### src/rtl/ifu_pkg.sv
// Shared definitions for the instruction fetch unit, decode and Instruction_Mem.
package ifu_pkg;

  localparam int ADDR_W  = 6;
  localparam int INSTR_W = 32;

  // An all-zero word marks end of program.
  localparam logic [INSTR_W-1:0] HALT_WORD = 32'h0;

  typedef enum logic {
    FETCH = 1'b0,
    HALT  = 1'b1
  } ifu_state_e;

  function automatic logic is_halt_word(input logic [INSTR_W-1:0] w);
    return w == HALT_WORD;
  endfunction

endpackage

### src/rtl/ifu_if.sv
// Bus bundle between the fetch unit, instruction memory, redirect source and decode.
// Handshake: decode takes if_instr/if_pc on a rising edge where if_valid & if_ready
// are both high; while if_valid=1 and if_ready=0 the fetch side keeps if_instr/if_pc
// unchanged; if_valid never depends combinationally on if_ready.
interface ifu_if;
  import ifu_pkg::*;

  logic [ADDR_W-1:0]  pc_addr;
  logic [INSTR_W-1:0] instr_in;
  logic               redirect;
  logic [ADDR_W-1:0]  redirect_pc;
  logic               if_valid;
  logic               if_ready;
  logic [INSTR_W-1:0] if_instr;
  logic [ADDR_W-1:0]  if_pc;
  logic               halted;

  modport master (
    output pc_addr, if_valid, if_instr, if_pc, halted,
    input  instr_in, redirect, redirect_pc, if_ready
  );

  modport slave (
    input  pc_addr, if_valid, if_instr, if_pc, halted,
    output instr_in, redirect, redirect_pc, if_ready
  );
endinterface

### src/rtl/ifu_out_reg.sv
// Single-entry valid/ready pipeline register holding the fetched word and its PC.
module ifu_out_reg
  import ifu_pkg::*;
(
  input  logic               clk,
  input  logic               rst,
  input  logic               load,
  input  logic               flush,
  input  logic               ready,
  input  logic [INSTR_W-1:0] in_data,
  input  logic [ADDR_W-1:0]  in_pc,
  output logic               valid,
  output logic [INSTR_W-1:0] data,
  output logic [ADDR_W-1:0]  pc,
  output logic               slot_free
);

  // Room for a new word when empty or being drained this cycle.
  assign slot_free = !valid || ready;

  // Flush wins over load; an accepted word with no replacement empties the slot.
  always_ff @(posedge clk) begin
    if (rst) begin
      valid <= 1'b0;
      data  <= '0;
      pc    <= '0;
    end else if (flush) begin
      valid <= 1'b0;
    end else if (load) begin
      valid <= 1'b1;
      data  <= in_data;
      pc    <= in_pc;
    end else if (ready) begin
      valid <= 1'b0;
    end
  end

endmodule

### src/rtl/instr_fetch_unit.sv
// Program counter, next-PC selection and FETCH/HALT control for instruction fetch.
module instr_fetch_unit
  import ifu_pkg::*;
#(
  parameter logic [ADDR_W-1:0] RESET_PC     = '0,
  parameter bit                HALT_ON_ZERO = 1'b1
) (
  input  logic       clk,
  input  logic       rst,
  ifu_if.master      bus,
  output ifu_state_e state_dbg
);

  localparam logic [ADDR_W-1:0] PC_ONE = 1;

  ifu_state_e         state_q, state_d;
  logic [ADDR_W-1:0]  pc_q;
  logic               slot_free;
  logic               stop_word;
  logic               fetch_go;
  logic               halted_o;

  assign stop_word = HALT_ON_ZERO && is_halt_word(bus.instr_in);

  // State register.
  always_ff @(posedge clk) begin
    if (rst) state_q <= FETCH;
    else     state_q <= state_d;
  end

  // Next state: redirect always returns to FETCH; a stop word with room halts.
  always_comb begin
    state_d = state_q;
    if (bus.redirect) begin
      state_d = FETCH;
    end else if (state_q == FETCH && slot_free && stop_word) begin
      state_d = HALT;
    end
  end

  // Outputs decoded from state: issue a word only in FETCH with room and no flush.
  always_comb begin
    fetch_go = 1'b0;
    halted_o = 1'b0;
    if (state_q == HALT) begin
      halted_o = 1'b1;
    end else if (!bus.redirect && slot_free && !stop_word) begin
      fetch_go = 1'b1;
    end
  end

  // Program counter: redirect target, else advance after each issued word (wraps).
  always_ff @(posedge clk) begin
    if (rst)               pc_q <= RESET_PC;
    else if (bus.redirect) pc_q <= bus.redirect_pc;
    else if (fetch_go)     pc_q <= pc_q + PC_ONE;
  end

  ifu_out_reg u_out_reg (
    .clk       (clk),
    .rst       (rst),
    .load      (fetch_go),
    .flush     (bus.redirect),
    .ready     (bus.if_ready),
    .in_data   (bus.instr_in),
    .in_pc     (pc_q),
    .valid     (bus.if_valid),
    .data      (bus.if_instr),
    .pc        (bus.if_pc),
    .slot_free (slot_free)
  );

  assign bus.pc_addr = pc_q;
  assign bus.halted  = halted_o;
  assign state_dbg   = state_q;

endmodule

### src/flat_wrapper.sv
// flat-port wrapper written by rule: the top's interface ports become plain ports
module instr_fetch_unit_flat import ifu_pkg::*;
#(
  parameter logic [ADDR_W-1:0] RESET_PC     = '0,
  parameter bit                HALT_ON_ZERO = 1'b1
)
  (clk, rst, state_dbg, bus_pc_addr, bus_if_valid, bus_if_instr, bus_if_pc, bus_halted, bus_instr_in, bus_redirect, bus_redirect_pc, bus_if_ready);
  ifu_if bus_i ();
  input  logic clk;
  input  logic rst;
  output ifu_state_e state_dbg;
  output wire logic [$bits(bus_i.pc_addr)-1:0] bus_pc_addr;
  output wire logic [$bits(bus_i.if_valid)-1:0] bus_if_valid;
  output wire logic [$bits(bus_i.if_instr)-1:0] bus_if_instr;
  output wire logic [$bits(bus_i.if_pc)-1:0] bus_if_pc;
  output wire logic [$bits(bus_i.halted)-1:0] bus_halted;
  input wire logic [$bits(bus_i.instr_in)-1:0] bus_instr_in;
  input wire logic [$bits(bus_i.redirect)-1:0] bus_redirect;
  input wire logic [$bits(bus_i.redirect_pc)-1:0] bus_redirect_pc;
  input wire logic [$bits(bus_i.if_ready)-1:0] bus_if_ready;
  assign bus_pc_addr = bus_i.pc_addr;
  assign bus_if_valid = bus_i.if_valid;
  assign bus_if_instr = bus_i.if_instr;
  assign bus_if_pc = bus_i.if_pc;
  assign bus_halted = bus_i.halted;
  assign bus_i.instr_in = bus_instr_in;
  assign bus_i.redirect = bus_redirect;
  assign bus_i.redirect_pc = bus_redirect_pc;
  assign bus_i.if_ready = bus_if_ready;
  instr_fetch_unit #(.RESET_PC(RESET_PC), .HALT_ON_ZERO(HALT_ON_ZERO)) u_core (.clk(clk), .rst(rst), .bus(bus_i), .state_dbg(state_dbg));
endmodule
### config.mk
export PLATFORM = sky130hd
export DESIGN_NAME = instr_fetch_unit_flat
export DESIGN_NICKNAME = d
export VERILOG_FILES = /design/src/rtl/ifu_pkg.sv /design/src/rtl/ifu_if.sv /design/src/rtl/ifu_out_reg.sv /design/src/rtl/instr_fetch_unit.sv /design/src/flat_wrapper.sv
export SDC_FILE = /design/constraint.sdc
export NUM_CORES = 1
export LEC_CHECK = 0
export CAP_MARGIN = 10
export CORE_AREA = 3 3 69 77
export DETAILED_ROUTE_END_ITERATION = 12
export DIE_AREA = 0 0 72 80
export GPL_ROUTABILITY_DRIVEN = 0
export PLACE_DENSITY = 0.79
export SLEW_MARGIN = 10
export SYNTH_ARGS = -nofsm -noshare
export SYNTH_HDL_FRONTEND = slang
export SYNTH_SLANG_ARGS = --single-unit
### constraint.sdc
create_clock -name clk -period 2.3 [get_ports clk]
set_clock_uncertainty 0.15 [all_clocks]
set_input_delay 0.575 -clock clk [delete_from_list [all_inputs] [get_ports clk]]
set_output_delay 0.575 -clock clk [all_outputs]
set_load 0.005 [all_outputs]
==> results.json <==
{
  "slowest_delay_ns": 0.50,
  "yosys.cell_types.count": 34,
  "synthFlopType": "dfxtp_1",
  "firstDrtPassIters": 4,
  "drt-initial-drc-count": 94,
  "crit_required_ns": 2.36,
  "hold_class": "flip-flop to flip-flop",
  "crit_buf_inv": 2,
  "clockBufferDepth": 2,
  "min_period_over_period_pct": 98.57,
  "cp-start-kind": "input pin",
  "grt_pass1_wl_um": 8466,
  "rows": 26,
  "cts_setup_buffers": 0,
  "syn_avg_cell_area_um2": 8.127,
  "dieWidth_um": 72,
  "yosysWarnings": 0,
  "power_density_nw_per_um2": 608.1,
  "critPathTopFamily": "simple AND/OR/NAND/NOR gates",
  "total_power_w": 0.001939,
  "cts_sinks": 46,
  "h-tree-depth": 2,
  "num_vias": 1910,
  "fin_nets": 365,
  "clk_transition_reported_paths_ns": 0.08,
  "synth_cells": 222,
  "critPathKind": "input pin to flip-flop",
  "finalSetupViolCount": 0,
  "antenna_found_initial": 0,
  "synth_area_um2": 1804,
  "grt.overflow.total": 0,
  "routedWlPerCell_um": 14.56,
  "dieArea_um2": 5760,
  "cts_buffers": 5,
  "cp.arrival_ns": 2.32,
  "grtUsageTotal_pct": 18.74,
  "fp.dieH_um": 80,
  "period_needed_ns": 2.267,
  "yosysSeqAreaShare_pct": 51.04,
  "n_antenna_cell": 0,
  "p_leak_nw": 1.387,
  "peakVddDrop_v": 0.0003871,
  "yosys_register_bits": 46,
  "cts_tree": "yes",
  "status": "complete, no violations",
  "synthToLayoutAreaGrowth_pct": 76.70,
  "ios": 89,
  "synth_nets": 265,
  "start_util_pct": 38.78,
  "fin_cells": 379,
  "dpl.cell_count": 367,
  "coreArea_um2": 4652,
  "report.final.slew_viol_count": 0,
  "hold_viol": 0,
  "crit_chain": "clkdlybuf4s50_1 > nor4_2 > nand4_1 > buf_6 > o21ai_2 > or4_1 > a311oi_2",
  "max_cap_viol_count": 0,
  "io_buffers": 88,
  "drc": 0,
  "grt_max_degree": 23,
  "drt-total-wl_um": 5517,
  "root_buffer": "clkbuf_8",
  "max_slew_margin_pct": 69.46,
  "cts_hold_buf": 0,
  "vias_per_cell": 5.040,
  "cpMaxStageDelayCell": "clkdlybuf4s50_1",
  "rsz0062_at_grt": "yes",
  "synth-edff-count": 0,
  "critPathCaptureType": "flip-flop",
  "crit_fanout": 4,
  "insertion_delay_ns": 0.30,
  "fmax_mhz": 441.1,
  "synth-async-reset-ratio_pct": 0,
  "worst_pin_slew_ns": 0.4581,
  "drive_gt1_share_pct": 16.10,
  "hpwl_um": 3771,
  "ant_nets": 0,
  "grt_pass1_vias": 1824
}
## metal layers
layer | GRT usage, % | wire [µm] | share of wire [%] | vias up
li1 | - | - | - | 950
met1 | 20.06 | 2114 | 38 | 869
met2 | 32.44 | 2781 | 50 | 81
met3 | 7.683 | 506 | 9.2 | 10
met4 | 7.519 | 114 | 2.1 | 0
met5 | 0 | 0 | 0 | -
## worst paths after layout
| check | start | endpoint | slack [ns] | cells after the start |
|---|---|---|---|---|
| setup reg to reg | u_core.u_out_reg.valid | u_core.bus.pc_addr[4] | 0.48 | 6 |
| hold reg to reg | u_core.u_out_reg.data[24] | u_core.u_out_reg.data[24] | 0.31 | 2 |
| setup / recovery | bus_instr_in[30] | u_core.bus.pc_addr[4] | 0.03 | 7 |
| hold / removal | u_core.u_out_reg.data[24] | u_core.u_out_reg.data[24] | 0.31 | 2 |
## metrics by stage
step                TNS, ns  area [µm²]  util, %  setup WS, ns  hold slack [ns]
floorplan                 0        1804        -        0.3025           0.3027
global placement     -13.98        2799    60.17       -0.3318           0.2903
detailed placement   -16.37        2799    60.17       -0.3979           0.2965
CTS                       0        2998    64.44      0.001532           0.3083
global route        -0.3729        3188    68.53      -0.03575           0.3255
finish                    0        3188    68.53       0.03286           0.3060
## report_power, final
group	internal, W	switching [W]
Sequential	0.000842	0.0000300
Combinational	0.000195	0.000146
Clock	0.000463	0.000263
Total	0.00150	0.000438
## layout make-up
type | instances | area (µm²)
fillers | 379 | 1464
repair buffers | 107 | 1114
multi-input cells | 160 | 933.4
flip-flops and latches | 46 | 920.9
clock buffers | 6 | 82.58
well taps | 56 | 70.07
clock inverters | 2 | 60.06
inverters | 2 | 7.507
## flip-flops by register name, indices dropped and copies added, names as in the netlist
signal / count
u_core.u_out_reg.pc: 6
u_core.u_out_reg.valid: 1
u_core.state_dbg: 1
u_core.bus.pc_addr: 6
u_core.u_out_reg.data: 32
## layout by cell type, fill, tap and decap left out, types with 2 or more instances in the layout
cell type         n
clkbuf_8          6
buf_4            12
nor3_1            2
nand2_1          78
nor4_4            5
dlymetal6s2s_1   28
a21oi_2           7
nor2_1            6
a211oi_1          3
nor4_2            4
bufinv_16         2
dfxtp_1          46
nand4_1           2
clkdlybuf4s50_1  58
o21a_1            2
a21oi_1          32
buf_6             7
## timing repair
| action | in CTS | in global routing |
|---|---|---|
| setup endpoints to repair | 41 | 43 |
| gates cloned | 3 | 1 |
| pin swaps | 4 | 15 |
| gates resized for setup | 10 | 50 |
## cell usage after synthesis, drive strengths merged (2+ instances only)
| master | n | share of area (%) |
|---|---|---|
| nand2 | 78 | 16 |
| dfxtp | 46 | 51 |
| a21oi | 39 | 11 |
| nor4 | 9 | 4.2 |
| buf | 8 | 2.9 |
| clkbuf | 7 | 1.5 |
| nor2 | 6 | 1.2 |
| a211oi | 3 | 1.2 |
| nor3 | 3 | 1.1 |
| o21a | 3 | 1.2 |
| and3 | 2 | 0.97 |
| nand4 | 2 | 0.69 |
## tightest hold or removal path, stage by stage (launching register included)
cell	delay [ns]
dfxtp_1	0.31
nand2_1	0.05
a21oi_1	0.05
## logic make-up (layout without fill, tap and decap cells)
family	after synthesis	in the layout	synth area share [%]
flops	46	46	51.04
compound gates	51	52	16.02
fa+ha+maj	1	1	0.6934
buf+inv	17	117	4.784
mux	1	1	0.6241
xor+xnor	2	2	0.9711
simple gates	104	104	25.87
(Power assumes the default switching activity.)
